$ cat config.mk
export PLATFORM = sky130hd
export DESIGN_NAME = rx_frame_deframer
export DESIGN_NICKNAME = d
export VERILOG_FILES = /design/src/rtl/rx_frame_deframer.sv
export SDC_FILE = /design/constraint.sdc
export NUM_CORES = 1
export LEC_CHECK = 0
export CAP_MARGIN = 10
export CELL_PAD_IN_SITES_DETAIL_PLACEMENT = 1
export CELL_PAD_IN_SITES_GLOBAL_PLACEMENT = 1
export CORE_UTILIZATION = 48
export DETAILED_ROUTE_END_ITERATION = 10
export GPL_TIMING_DRIVEN = 0
export PLACE_DENSITY_LB_ADDON = 0.1
export SLEW_MARGIN = 10
export SYNTH_ARGS = -nofsm -noshare
export SYNTH_HDL_FRONTEND = slang
export SYNTH_SLANG_ARGS = --single-unit
export TNS_END_PERCENT = 1
$ cat constraint.sdc
create_clock -name clk -period 7.45 [get_ports clk]
set_input_delay 2.235 -clock clk [delete_from_list [all_inputs] [get_ports clk]]
set_output_delay 2.235 -clock clk [all_outputs]
set_load 0.02 [all_outputs]
$ cat src/rtl/rx_frame_deframer.sv
// Receive-side deframer: packs 4-byte command frames from the transceiver
// byte port into 32-bit words behind a 2-entry fall-through FIFO.
module rx_frame_deframer #(
  parameter logic [3:0] HDR_NIBBLE = 4'hF,
  parameter int GAP_TIMEOUT = 16,
  parameter int CNT_W = 16
) (
  input  logic             clk,
  input  logic             rst_n,
  input  logic [7:0]       Q,
  input  logic             nRx,
  output logic             nRF,
  output logic [31:0]      out_data,
  output logic             out_valid,
  input  logic             out_ready,
  output logic [CNT_W-1:0] sync_err_cnt,
  output logic [CNT_W-1:0] timeout_cnt,
  output logic [CNT_W-1:0] ovf_cnt
);

  localparam int GW = $clog2(GAP_TIMEOUT + 1);
  localparam logic [GW-1:0] GAP_LIM = GW'(GAP_TIMEOUT - 1);

  typedef enum logic [1:0] {
    IDLE, H, B1, B2
  } state_t;

  state_t      state;
  logic [GW-1:0] gap_cnt;
  logic [7:0]  hdr, b1, b2;
  logic [31:0] mem [2];
  logic        rd_ptr, wr_ptr;
  logic [1:0]  count;

  logic        accept, blocked;
  logic        push, pop, do_push, drop;
  logic        rd_nxt;
  logic [1:0]  count_nxt;
  logic [31:0] word, head_nxt;

  always_comb begin
    accept    = !nRx && !nRF;
    blocked   = !nRx && nRF;
    push      = accept && (state == B2);
    pop       = out_valid && out_ready;
    do_push   = push && ((count != 2'd2) || pop);
    drop      = push && !do_push;
    rd_nxt    = rd_ptr ^ pop;
    count_nxt = count + {1'b0, do_push} - {1'b0, pop};
    word      = {hdr, b1, b2, Q};
    head_nxt  = out_data;
    // Head comes straight from the incoming word when it lands in an empty slot.
    if (count_nxt != 2'd0) begin
      if (do_push && (rd_nxt == wr_ptr)) head_nxt = word;
      else head_nxt = mem[rd_nxt];
    end
  end

  always_ff @(posedge clk) begin
    if (!rst_n) begin
      state        <= IDLE;
      gap_cnt      <= '0;
      hdr          <= '0;
      b1           <= '0;
      b2           <= '0;
      mem[0]       <= '0;
      mem[1]       <= '0;
      rd_ptr       <= 1'b0;
      wr_ptr       <= 1'b0;
      count        <= '0;
      out_valid    <= 1'b0;
      out_data     <= '0;
      nRF          <= 1'b0;
      sync_err_cnt <= '0;
      timeout_cnt  <= '0;
      ovf_cnt      <= '0;
    end else begin
      rd_ptr    <= rd_nxt;
      count     <= count_nxt;
      out_valid <= (count_nxt != 2'd0);
      out_data  <= head_nxt;
      nRF       <= (count_nxt == 2'd2);
      if (do_push) begin
        mem[wr_ptr] <= word;
        wr_ptr      <= ~wr_ptr;
      end
      if ((blocked || drop) && (ovf_cnt != '1))
        ovf_cnt <= ovf_cnt + CNT_W'(1);
      unique case (state)
        IDLE: begin
          gap_cnt <= '0;
          if (accept) begin
            if (Q[7:4] == HDR_NIBBLE) begin
              hdr   <= Q;
              state <= H;
            end else if (sync_err_cnt != '1) begin
              sync_err_cnt <= sync_err_cnt + CNT_W'(1);
            end
          end
        end
        H, B1, B2: begin
          if (accept) begin
            gap_cnt <= '0;
            if (state == H) begin
              b1    <= Q;
              state <= B1;
            end else if (state == B1) begin
              b2    <= Q;
              state <= B2;
            end else begin
              state <= IDLE;
            end
          end else if (nRx) begin
            // Byte-free cycle that would reach the limit aborts the frame.
            if (gap_cnt == GAP_LIM) begin
              gap_cnt <= '0;
              state   <= IDLE;
              if (timeout_cnt != '1)
                timeout_cnt <= timeout_cnt + CNT_W'(1);
            end else begin
              gap_cnt <= gap_cnt + GW'(1);
            end
          end
        end
        default: state <= IDLE;
      endcase
    end
  end

endmodule

==> insert_results.sql <==
INSERT INTO impl_metrics (metric_group, metric, value, unit) VALUES
('route', 'postRouteAntennaNets', '0', ''),
('route', 'drtPass1Iterations', '4', ''),
('floorplan', 'fp.dieArea', '18100', 'um2'),
('placement', 'inst_count_dp', '1162', ''),
('setup_path', 'setup.worst_path.class', 'in -> reg', ''),
('layout', 'insertedDiodeCount', '0', ''),
('timing', 'rsz_0062_raised_after_global_routing', 'no', ''),
('power_and_ir_drop', 'post-layout-total-power', '2.50', 'mW'),
('setup_path', 'cp.arrival', '5.55', 'ns'),
('timing', 'worst-slew-pin-transition', '0.858', 'ns'),
('floorplan', 'core.rowCount', '48', ''),
('logic_synthesis', 'ys_types', '65', ''),
('setup_path', 'critPathMaxStageDelay', '0.53', 'ns'),
('logic_synthesis', 'synth.area.top_cells', 'sky130_fd_sc_hd__dfxtp_1, sky130_fd_sc_hd__edfxtp_1, sky130_fd_sc_hd__and3_1, sky130_fd_sc_hd__o31ai_1, sky130_fd_sc_hd__a21oi_1', ''),
('logic_synthesis', 'ys_seq_area_frac', '0.506', ''),
('route', 'drt_iter0_drc', '427', ''),
('setup_path', 'path_delay_family', 'buffers and inverters', ''),
('setup_path', 'worst-path-buf-inv', '3', ''),
('cts', 'cts.root.buffer_cell', 'sky130_fd_sc_hd__clkbuf_16', ''),
('setup_path', 'critPathCaptureType', 'flop', ''),
('cts', 'cts_inserted_buffers', '17', ''),
('logic_synthesis', 'synth_seq_cells', '181', ''),
('floorplan', 'die_width', '135', 'um'),
('global_routing', 'gr-usage-all-layers', '0.298', ''),
('floorplan', 'initial_utilization', '0.489', ''),
('cts', 'hold_buffers', '0', ''),
('cts', 'post-cts-setup-buffers', '0', ''),
('placement', 'gp_routability_congestion', '0.876', ''),
('setup_path', 'crit_path_start_kind', 'primary input', ''),
('layout', 'stdcell_count', '1194', ''),
('layout', 'nFillCells', '1896', ''),
('setup_path', 'crit_path_max_fanout', '10', ''),
('logic_synthesis', 'mappedNetlistNets', '864', ''),
('global_routing', 'grt_max_degree', '22', ''),
('layout', 'finalInstanceArea', '10300', 'um2'),
('setup_path', 'crit_path_cell_trace', 'clkdlybuf4s50_1, nand2_1, a2111o_1, ha_1, inv_1, ha_1, xor3_1, or2_2, nor2_1, buf_2, o2bb2ai_1', ''),
('worst_hold_path', 'hp-class', 'reg -> reg', ''),
('status', 'status', 'finished clean', ''),
('floorplan', 'design.core.area', '17200', 'um2'),
('setup_path', 'ff2ff_path_depth', '10', ''),
('power_and_ir_drop', 'total_leakage_power', '3.48', 'nW'),
('route', 'postRouteWirelength', '26000', 'um'),
('route', 'avg_vias_per_cell', '6.24', ''),
('global_routing', 'global_route.overflow_total', '0', ''),
('route', 'vias', '7455', ''),
('placement', 'placed_cell_area', '9710', 'um2'),
('setup_path', 'timing.critical_path.slowest_stage_cell', 'sky130_fd_sc_hd__clkdlybuf4s50_1', ''),
('global_routing', 'grt_first_pass_wirelength', '42000', 'um'),
('placement', 'dpl_worst_slack', '1.89', 'ns'),
('cts', 'cts.reportedPaths.clkPinSlew', '0.06', 'ns'),
('route', 'routedWlPerCell', '21.8', 'um'),
('placement', 'place_hpwl', '18400', 'um'),
('setup_path', 'worst-r2r-setup-slack', '4.21', 'ns'),
('global_routing', 'grt_pass1_vias', '7882', ''),
('flow_run', 'drv.max_cap_violation_count', '0', ''),
('floorplan', 'number_of_ports_placed_on_the_die_boundary', '94', ''),
('timing', 'final_clock_skew', '0.00698', 'ns'),
('route', 'final_routed_drc_violation_total', '0', ''),
('power_and_ir_drop', 'power_density', '243', 'nW/um2'),
('timing', 'final_max_slew_viol_count', '0', ''),
('logic_synthesis', 'netlist_instances', '842', ''),
('worst_hold_path', 'min_delay_path_depth', '1', ''),
('cts', 'tritoncts', 'done', ''),
('timing', 'final.period_utilization', '0.697', ''),
('layout', 'final_core_util', '0.596', ''),
('cts', 'clkLatencyLatePin', '0.43', 'ns'),
('logic_synthesis', 'netlist.area_leader.share', '0.278', ''),
('logic_synthesis', 'synth_edf_count', '64', ''),
('timing', 'finalWorstPathRequiredPeriod', '5.19', 'ns'),
('global_routing', 'grt_antenna_before_repair', '0', ''),
('logic_synthesis', 'synth_flop_cell', 'sky130_fd_sc_hd__dfxtp_1', '');
[cell usage after synthesis (12+ instances only)]
cell type and count:
sky130_fd_sc_hd__edfxtp_1 64, sky130_fd_sc_hd__dfxtp_1 117, sky130_fd_sc_hd__and2_1 44, sky130_fd_sc_hd__inv_1 17, sky130_fd_sc_hd__o31ai_1 45, sky130_fd_sc_hd__o41ai_1 16, sky130_fd_sc_hd__a221oi_1 22, sky130_fd_sc_hd__o2bb2ai_1 22
sky130_fd_sc_hd__nor3_1 14, sky130_fd_sc_hd__or4_1 23, sky130_fd_sc_hd__a21oi_1 61, sky130_fd_sc_hd__nand3_1 13, sky130_fd_sc_hd__clkbuf_1 46, sky130_fd_sc_hd__nor2_1 25, sky130_fd_sc_hd__nand4_1 17, sky130_fd_sc_hd__and3_1 56
sky130_fd_sc_hd__buf_2 12, sky130_fd_sc_hd__mux2i_1 20, sky130_fd_sc_hd__nand2_1 81, sky130_fd_sc_hd__o21ai_0 15
[worst reg2reg max path, delay by kind of cell (launching register included)]
family	cells	cell delay (ns)
AOI/OAI and AO/OA	2	0.69
xor gates and xnor gates	1	0.35
adders and majority gates	2	0.50
buffers and inverters	2	0.40
DFF	1	0.39
and+or+nand+nor	3	0.87
[where the power goes]
part / internal, mW / switching, mW / total [mW]
combinational: 0.189 / 0.328 / 0.517
clock: 0.485 / 0.378 / 0.863
sequential: 1.08 / 0.0362 / 1.12
[metal layers]
metal | routed length [um] | track usage | vias to the layer above | share of wire
li1 | - | - | 3451 | -
met1 | 10800 | 0.348 | 3738 | 0.42
met2 | 13500 | 0.543 | 222 | 0.52
met3 | 1150 | 0.0552 | 44 | 0.044
met4 | 535 | 0.112 | 0 | 0.021
met5 | 0 | 0 | - | 0
[final timing paths]
path                        to          from
setup / recovery   out_data[3]     out_ready
hold / removal    out_data[14]  out_data[14]
setup reg to reg   out_data[3]     out_valid
hold reg to reg   out_data[14]  out_data[14]
[layout by cell type (no fill, tap or decap), drive strengths merged, types with 15 or more instances in the layout]
| cell | Yosys | routed |
|---|---|---|
| o2bb2ai | 22 | 22 |
| o31ai | 45 | 45 |
| edfxtp | 64 | 64 |
| mux2i | 20 | 20 |
| inv | 17 | 18 |
| or4 | 23 | 23 |
| o21ai | 15 | 15 |
| clkdlybuf4s50 | 0 | 93 |
| o41ai | 16 | 16 |
| and2 | 45 | 45 |
| dfxtp | 117 | 117 |
| nor2 | 25 | 25 |
| clkbuf | 46 | 72 |
| a221oi | 22 | 22 |
| buf | 14 | 16 |
| nand2 | 81 | 81 |
| a21oi | 61 | 61 |
| nand4 | 18 | 18 |
| and3 | 56 | 56 |
[final cells by class]
type                    instances  area, um2  share of cell area
plain buffers                  61        264              0.0257
clock buffers                  26        522              0.0508
clock inverters                 6       40.0             0.00390
inverters                      17       63.8             0.00621
multi-input cells             583       3850               0.375
flip-flops and latches        181       4260               0.415
well taps                     225        282              0.0274
repair buffers                 95        986              0.0959
[cells by family (layout without fill, tap and decap cells)]
family | after synthesis | in the layout | share of synthesized area
compound gates | 213 | 213 | 0.180
xor+xnor | 5 | 5 | 0.00697
fa+ha+maj | 10 | 10 | 0.0148
buf+inv | 78 | 205 | 0.0389
flops | 181 | 181 | 0.506
mux | 20 | 20 | 0.0237
simple gates | 335 | 335 | 0.230
[sequential cells by signal, summed over array words and instances, names as in the netlist]
| signal | flops |
|---|---|
| sync_err_cnt | 16 |
| nRF | 1 |
| ovf_cnt | 16 |
| wr_ptr | 1 |
| out_data | 32 |
| b1 | 8 |
| count | 2 |
| b2 | 8 |
| state | 2 |
| mem | 64 |
| out_valid | 1 |
| hdr | 8 |
| rd_ptr | 1 |
| gap_cnt | 5 |
| timeout_cnt | 16 |
Note: power is estimated with default switching activity, not from simulation.
